<file path="config.mk">
export PLATFORM = sky130hd
export DESIGN_NAME = result_byte_reader_flat
export DESIGN_NICKNAME = d
export VERILOG_FILES = /design/src/rtl/result_byte_reader_if.sv /design/src/rtl/result_byte_reader.sv /design/src/flat_wrapper.sv
export SDC_FILE = /design/constraint.sdc
export NUM_CORES = 1
export LEC_CHECK = 0
export CAP_MARGIN = 15
export CORE_ASPECT_RATIO = 0.5
export CORE_MARGIN = 4
export CORE_UTILIZATION = 54
export DETAILED_ROUTE_END_ITERATION = 6
export PLACE_DENSITY = 0.89
export RECOVER_POWER = 50
export SYNTH_ARGS = -nofsm -noshare
export SYNTH_HDL_FRONTEND = slang
export SYNTH_SLANG_ARGS = --single-unit
</file>
<file path="constraint.sdc">
create_clock -name clk -period 2.47 [get_ports clk]
set_input_delay 0.494 -clock clk [delete_from_list [all_inputs] [get_ports clk]]
set_output_delay 0.494 -clock clk [all_outputs]
set_load 0.03 [all_outputs]
</file>
<file path="src/rtl/result_byte_reader_if.sv">
// result_byte_reader_if
//   Bundles the capture/step controls and the LED-side outputs of the
//   result byte reader.
//   master : drives capture, word, carry, next, unlock; reads the LED outputs
//   slave  : the reader itself
//   Signals:
//     capture   level, latch word/carry and start readout
//     word      result word to read out (DATA_W bits)
//     carry     carry-out accompanying word
//     next      button, advance to next byte (lock-gated)
//     unlock    button, re-arm next
//     out       currently selected byte
//     byte_idx  index of the byte on out
//     valid     a captured word is being shown
//     carry_led captured carry
//     done      every byte has been stepped past at least once
//     lockled   mirrors the internal lock
interface result_byte_reader_if #(
  parameter int DATA_W = 32,
  parameter int IDX_W  = (DATA_W > 8) ? $clog2(DATA_W / 8) : 1
);
  logic              capture;
  logic [DATA_W-1:0] word;
  logic              carry;
  logic              next;
  logic              unlock;
  logic [7:0]        out;
  logic [IDX_W-1:0]  byte_idx;
  logic              valid;
  logic              carry_led;
  logic              done;
  logic              lockled;

  modport master (
    output capture, word, carry, next, unlock,
    input  out, byte_idx, valid, carry_led, done, lockled
  );

  modport slave (
    input  capture, word, carry, next, unlock,
    output out, byte_idx, valid, carry_led, done, lockled
  );
endinterface

</file>
<file path="src/rtl/result_byte_reader.sv">
// result_byte_reader
//   Captures a result word plus carry and shows it on the board LEDs one
//   byte at a time, stepping on debounced button presses. A press of next
//   sets a lock that only unlock clears, so a held button advances once.
//   Ports:
//     clk    system clock, posedge
//     rst_n  synchronous active-low reset
//     bus    result_byte_reader_if.slave (controls in, LED outputs out)
//   Parameters:
//     DATA_W   captured word width, multiple of 8
//     WRAP     1: index wraps last -> 0, 0: index holds at last byte
//     AUTO_DIV clock cycles per automatic advance
//   Optional feature macro: AUTO_SCROLL_EN
//     When defined, the displayed byte also advances every AUTO_DIV cycles
//     while showing; the timer restarts on capture and on a button advance.
//
//   state  | meaning
//   S_IDLE | nothing captured, LEDs dark
//   S_SHOW | captured word shown byte by byte
module result_byte_reader #(
  parameter int DATA_W   = 32,
  parameter int WRAP     = 1,
  parameter int AUTO_DIV = 50000000
) (
  input logic               clk,
  input logic               rst_n,
  result_byte_reader_if.slave bus
);
  localparam int NBYTES = DATA_W / 8;
  localparam int IDX_W  = (DATA_W > 8) ? $clog2(NBYTES) : 1;
  localparam logic [IDX_W-1:0] LAST = IDX_W'(NBYTES - 1);

  if ((DATA_W % 8) != 0 || DATA_W < 8 || AUTO_DIV < 1) begin : g_bad_param
    $error("result_byte_reader: DATA_W must be a multiple of 8 and AUTO_DIV >= 1");
  end

  typedef enum logic {S_IDLE, S_SHOW} state_t;

  state_t            r_state;
  logic [DATA_W-1:0] r_word;
  logic              r_carry;
  logic [IDX_W-1:0]  r_idx;
  logic [7:0]        r_out;
  logic              r_valid;
  logic              r_done;
  logic              r_lock;

  logic              w_btn_adv;
  logic              w_auto_adv;
  logic              w_adv;
  state_t            w_state_n;
  logic [DATA_W-1:0] w_word_n;
  logic [IDX_W-1:0]  w_idx_n;
  logic              w_done_n;
  logic [7:0]        w_bytes [NBYTES];

  // Capture wins over next; a next blocked by capture leaves lock untouched.
  assign w_btn_adv = bus.next && !r_lock && !bus.capture && (r_state == S_SHOW);

`ifdef AUTO_SCROLL_EN
  localparam int CNT_W = (AUTO_DIV > 1) ? $clog2(AUTO_DIV) : 1;
  localparam logic [CNT_W-1:0] CNT_TC = CNT_W'(AUTO_DIV - 1);

  logic [CNT_W-1:0] r_cnt;

  assign w_auto_adv = (r_state == S_SHOW) && !bus.capture && (r_cnt == CNT_TC);

  always_ff @(posedge clk) begin
    if (!rst_n) begin
      r_cnt <= '0;
    end else if (bus.capture || r_state != S_SHOW || w_btn_adv || r_cnt == CNT_TC) begin
      r_cnt <= '0;
    end else begin
      r_cnt <= r_cnt + 1'b1;
    end
  end
`else
  assign w_auto_adv = 1'b0;
`endif

  // Button and auto advance in the same cycle collapse into one step.
  assign w_adv = w_btn_adv || w_auto_adv;

  always_comb begin
    w_state_n = r_state;
    w_word_n  = r_word;
    w_idx_n   = r_idx;
    w_done_n  = r_done;
    if (bus.capture) begin
      w_state_n = S_SHOW;
      w_word_n  = bus.word;
      w_idx_n   = '0;
      w_done_n  = 1'b0;
    end else if (w_adv) begin
      if (r_idx == LAST) begin
        w_done_n = 1'b1;
        if (WRAP != 0) w_idx_n = '0;
      end else begin
        w_idx_n = r_idx + 1'b1;
      end
    end
  end

  always_comb begin
    for (int i = 0; i < NBYTES; i++) begin
      w_bytes[i] = w_word_n[8*i +: 8];
    end
  end

  always_ff @(posedge clk) begin
    if (!rst_n) begin
      r_state <= S_IDLE;
      r_word  <= '0;
      r_carry <= 1'b0;
      r_idx   <= '0;
      r_out   <= '0;
      r_valid <= 1'b0;
      r_done  <= 1'b0;
      r_lock  <= 1'b0;
    end else begin
      r_state <= w_state_n;
      r_word  <= w_word_n;
      r_idx   <= w_idx_n;
      r_done  <= w_done_n;
      r_valid <= (w_state_n == S_SHOW);
      // out is registered from the post-update word/index so it lines up
      // with byte_idx in the same cycle.
      r_out   <= (w_state_n == S_SHOW) ? w_bytes[w_idx_n] : 8'h00;
      if (bus.capture) r_carry <= bus.carry;
      // A fresh press sets lock even in IDLE; unlock only clears it when
      // no press is taken in that cycle.
      if (bus.next && !r_lock && !bus.capture) begin
        r_lock <= 1'b1;
      end else if (bus.unlock) begin
        r_lock <= 1'b0;
      end
    end
  end

  assign bus.out       = r_out;
  assign bus.byte_idx  = r_idx;
  assign bus.valid     = r_valid;
  assign bus.carry_led = r_carry;
  assign bus.done      = r_done;
  assign bus.lockled   = r_lock;
endmodule

</file>
<file path="src/flat_wrapper.sv">
// flat-port wrapper written by rule: the top's interface ports become plain ports
module result_byte_reader_flat 
#(
  parameter int DATA_W   = 32,
  parameter int WRAP     = 1,
  parameter int AUTO_DIV = 50000000
)
  (clk, rst_n, bus_capture, bus_word, bus_carry, bus_next, bus_unlock, bus_out, bus_byte_idx, bus_valid, bus_carry_led, bus_done, bus_lockled);
  result_byte_reader_if #(.DATA_W(DATA_W)) bus_i ();
  input logic clk;
  input logic rst_n;
  input wire logic [$bits(bus_i.capture)-1:0] bus_capture;
  input wire logic [$bits(bus_i.word)-1:0] bus_word;
  input wire logic [$bits(bus_i.carry)-1:0] bus_carry;
  input wire logic [$bits(bus_i.next)-1:0] bus_next;
  input wire logic [$bits(bus_i.unlock)-1:0] bus_unlock;
  output wire logic [$bits(bus_i.out)-1:0] bus_out;
  output wire logic [$bits(bus_i.byte_idx)-1:0] bus_byte_idx;
  output wire logic [$bits(bus_i.valid)-1:0] bus_valid;
  output wire logic [$bits(bus_i.carry_led)-1:0] bus_carry_led;
  output wire logic [$bits(bus_i.done)-1:0] bus_done;
  output wire logic [$bits(bus_i.lockled)-1:0] bus_lockled;
  assign bus_i.capture = bus_capture;
  assign bus_i.word = bus_word;
  assign bus_i.carry = bus_carry;
  assign bus_i.next = bus_next;
  assign bus_i.unlock = bus_unlock;
  assign bus_out = bus_i.out;
  assign bus_byte_idx = bus_i.byte_idx;
  assign bus_valid = bus_i.valid;
  assign bus_carry_led = bus_i.carry_led;
  assign bus_done = bus_i.done;
  assign bus_lockled = bus_i.lockled;
  result_byte_reader #(.DATA_W(DATA_W), .WRAP(WRAP), .AUTO_DIV(AUTO_DIV)) u_core (.clk(clk), .rst_n(rst_n), .bus(bus_i));
endmodule
</file>
==> impl_metrics.csv, run 1 <==
group,metric,value,unit
synth,yosysSeqAreaShare,40.7,%
synth,synth_area_leaders,"dfxtp_1 (41%), mux2i_1 (25%), nor2b_1 (10%)",
routing,drtIter0Drc,79,
timing,fmax,465,MHz
worst_setup_path,critPathLaunchType,"flip-flop",
layout,final_common_cell,"mux2i_1",
global_routing,grtUsageMet3,5.43,%
place,dpl_cell_area,2810,µm²
power_and_ir_drop,seqPwrFrac,49.8,%
routing,vias,1842,
clock_network,postCtsHoldBufs,0,
die,start_util,57.0,%
routing,wirelength,5350,µm
timing,post-route-period-util,87.1,%
worst_setup_path,crit_path_cell_trace,"clkdlybuf4s50_1",
global_routing,global_route.usage.met1,24.0,%
power_and_ir_drop,p_sw,437,µW
die,coreArea,3960,µm²
worst_setup_path,crit_arrival,1660,ps
clock_network,clkLatencyLatePin,310,ps
global_routing,top_usage_layer,"met2",
timing,final.min_clock_period,2150,ps
die,die_area,5350,µm²
layout,post-route-util,73.4,%
timing,finalMaxSlewViolations,0,
synth,syn_inst,225,
power_and_ir_drop,irDropWorstVdd,0.260,mV
worst_setup_path,crit_fanout,10,
worst_setup_path,worstSetupEndpointType,"output pin",
global_routing,grt_pass1_vias,1814,
synth,yosysTopAreaCell,"dfxtp_1",
synth,synth_nets,264,
clock_network,clock_sinks,46,
timing,timing_worst_slew_pin_value,1170,ps
synth,ys_seq_elements,46,
synth,syn_area,2260,µm²
global_routing,antenna_found_initial,0,
routing,viasPerCell,5.58,
synth,ys_types,28,
worst_setup_path,path_delay_family,"buffers and inverters",
clock_network,root_buffer,"clkbuf_8",
power_and_ir_drop,power.density,563,nW/µm²
routing,wl_per_cell,16.2,µm
worst_setup_path,path_buf_inv,1,
synth,yosysWarningCount,0,
layout,nNetsFinal,314,
routing,first_pass_iters,4,
clock_network,cts_buffers,5,
global_routing,globalRouteMet2Util,36.7,%
layout,drive_above_1_share,8.33,%
worst_setup_path,crit_path_max_incr_delay,760,ps
clock_network,clk_path_buf_depth,2,
worst_setup_path,required,1980,ps
synth,yosys.area.top_type_share,40.7,%
global_routing,grt-ovfl-total,0,
power_and_ir_drop,pwr-share-clk,32.1,%
timing,hold_viol,0,
worst_setup_path,cp_slowest_cell,"clkdlybuf4s50_1",
layout,n_fill_cell,286,
power_and_ir_drop,total_power,1640,µW
power_and_ir_drop,p_leak,0.00118,µW
clock_network,cts_setup_buffers,0,
power_and_ir_drop,p_sw_share,26.7,%
place,gp_congestion,0.851,
clock_network,ctsResizeCount,0,
timing,grt_setup_unrepaired,"false",
synth,syn_area_per_cell,10.0,µm²
timing,finalClockSkew,5.54,ps
die,die_x,99.5,µm
place,port_buffers,51,
routing,drcViolationCount,0,
global_routing,grt_max_degree,36,
routing,drtAntennaViolNets,0,
hold_path,hold_path.class,"reg -> reg",
global_routing,grt_pass1_wl,8440,µm
power_and_ir_drop,p_int,1200,µW
place,hpwl,3870,µm
die,rows,16,
layout,fin_area,2910,µm²
worst_setup_path,critical_path_class,"reg -> out",
clock_network,cts_max_level,2,
clock_network,cts.reportedPaths.clkPinSlew,90,ps
layout,area_delta_synth_final,28.6,%
timing,setup_viol,0,
layout,diodes,0,
layout,most-common-layout-cells,"mux2i_1 (56), clkdlybuf4s50_1 (49), dfxtp_1 (46)",
global_routing,grt_use_total,20.5,%
timing,fin_setup_tns,0,ps
die,die_h,53.8,µm
die,io_pins,52,
clock_network,cts_tree,"built",
timing,maxSlewHeadroom,22.0,%
run_status,outcome,"completed",
job,cap_violations,0,
power_and_ir_drop,pwr-share-comb,18.1,%
==> sequential cells by signal (all words and copies together) (netlist names) <==
name	cells
u_core.r_state	1
u_core.r_word	32
u_core.bus.lockled	1
u_core.bus.byte_idx	2
u_core.bus.done	1
u_core.bus.carry_led	1
u_core.bus.out	8
==> Yosys cell counts (all sizes together) <==
master	instances
mux2i	57
dfxtp	46
nor2b	36
nor3	14
buf	10
a21oi	9
nand2	9
clkbuf	6
nor2	6
nor3b	6
o211ai	4
o22ai	4
o21ai	3
inv	2
nand2b	2
o2111ai	2
o21bai	2
o221ai	2
and3b	1
ha	1
mux2	1
nand3b	1
or2	1
==> power by group through the flow <==
stage / logic, µW / clock network [µW] / registers (µW)
detailed placement: 294 / 0 / 832
finish: 295 / 525 / 816
global placement: 283 / 0 / 830
global route: 318 / 558 / 821
CTS: 296 / 525 / 815
floorplan: 152 / 0 / 849
==> path summary, 6_finish.rpt <==
| kind | from | endpoint | slack [ps] | cells past startpoint |
|---|---|---|---|---|
| hold reg to reg | u_core.bus.done$_SDFFE_PP0P_ | u_core.bus.done$_SDFFE_PP0P_ | 510 | 2 |
| setup reg to reg | u_core.bus.byte_idx[1]$_SDFF_PN0_ | u_core.bus.out[5]$_SDFF_PN0_ | 400 | 6 |
| hold / removal | u_core.bus.done$_SDFFE_PP0P_ | u_core.bus.done$_SDFFE_PP0P_ | 510 | 2 |
| setup / recovery | u_core.bus.byte_idx[1]$_SDFF_PN0_ | bus_byte_idx[1] | 320 | 1 |
==> layout make-up <==
class                      count  area [µm²]  area share, %
inverter                       2        7.51          0.258
tap                           54        67.6           2.32
clock inverter                 1        8.76          0.301
clock buffer                   7        96.3           3.31
sequential                    46         921           31.7
timing repair buffer          59         562           19.3
multi-input combinational    161        1240           42.8
==> metal layers <==
layer / routed length (µm) / share of wire [%]
met3: 321 / 6.0
met4: 138 / 2.6
met5: 0 / 0
met1: 2380 / 44
met2: 2510 / 47
==> stage by stage <==
step,worst slack (ps),hold WS (ps),cells
global placement,304,461,322
finish,318,509,330
global route,193,553,330
detailed placement,246,493,322
CTS,327,512,330
floorplan,707,482,225
==> logic make-up (layout without fill, tap and decap cells) <==
logic type / after synthesis / count (layout) / synth area share (%)
AND/OR/NAND/NOR: 76 / 76 / 19.6
multiplexers: 58 / 58 / 26.3
flip-flops: 46 / 46 / 40.7
AO/OA/AOI/OAI: 26 / 26 / 8.58
buffers and inverters: 18 / 69 / 4.21
adder cells (fa/ha/maj): 1 / 1 / 0.553
(Power assumes the default switching activity.)
==> inputs of run 2 (changes only) <==
- CAP_MARGIN: 15 -> 10
- SLEW_MARGIN: not set -> 20
==> results of run 2 <==
Final layout, timing and power as in run 1 (identical DEF).
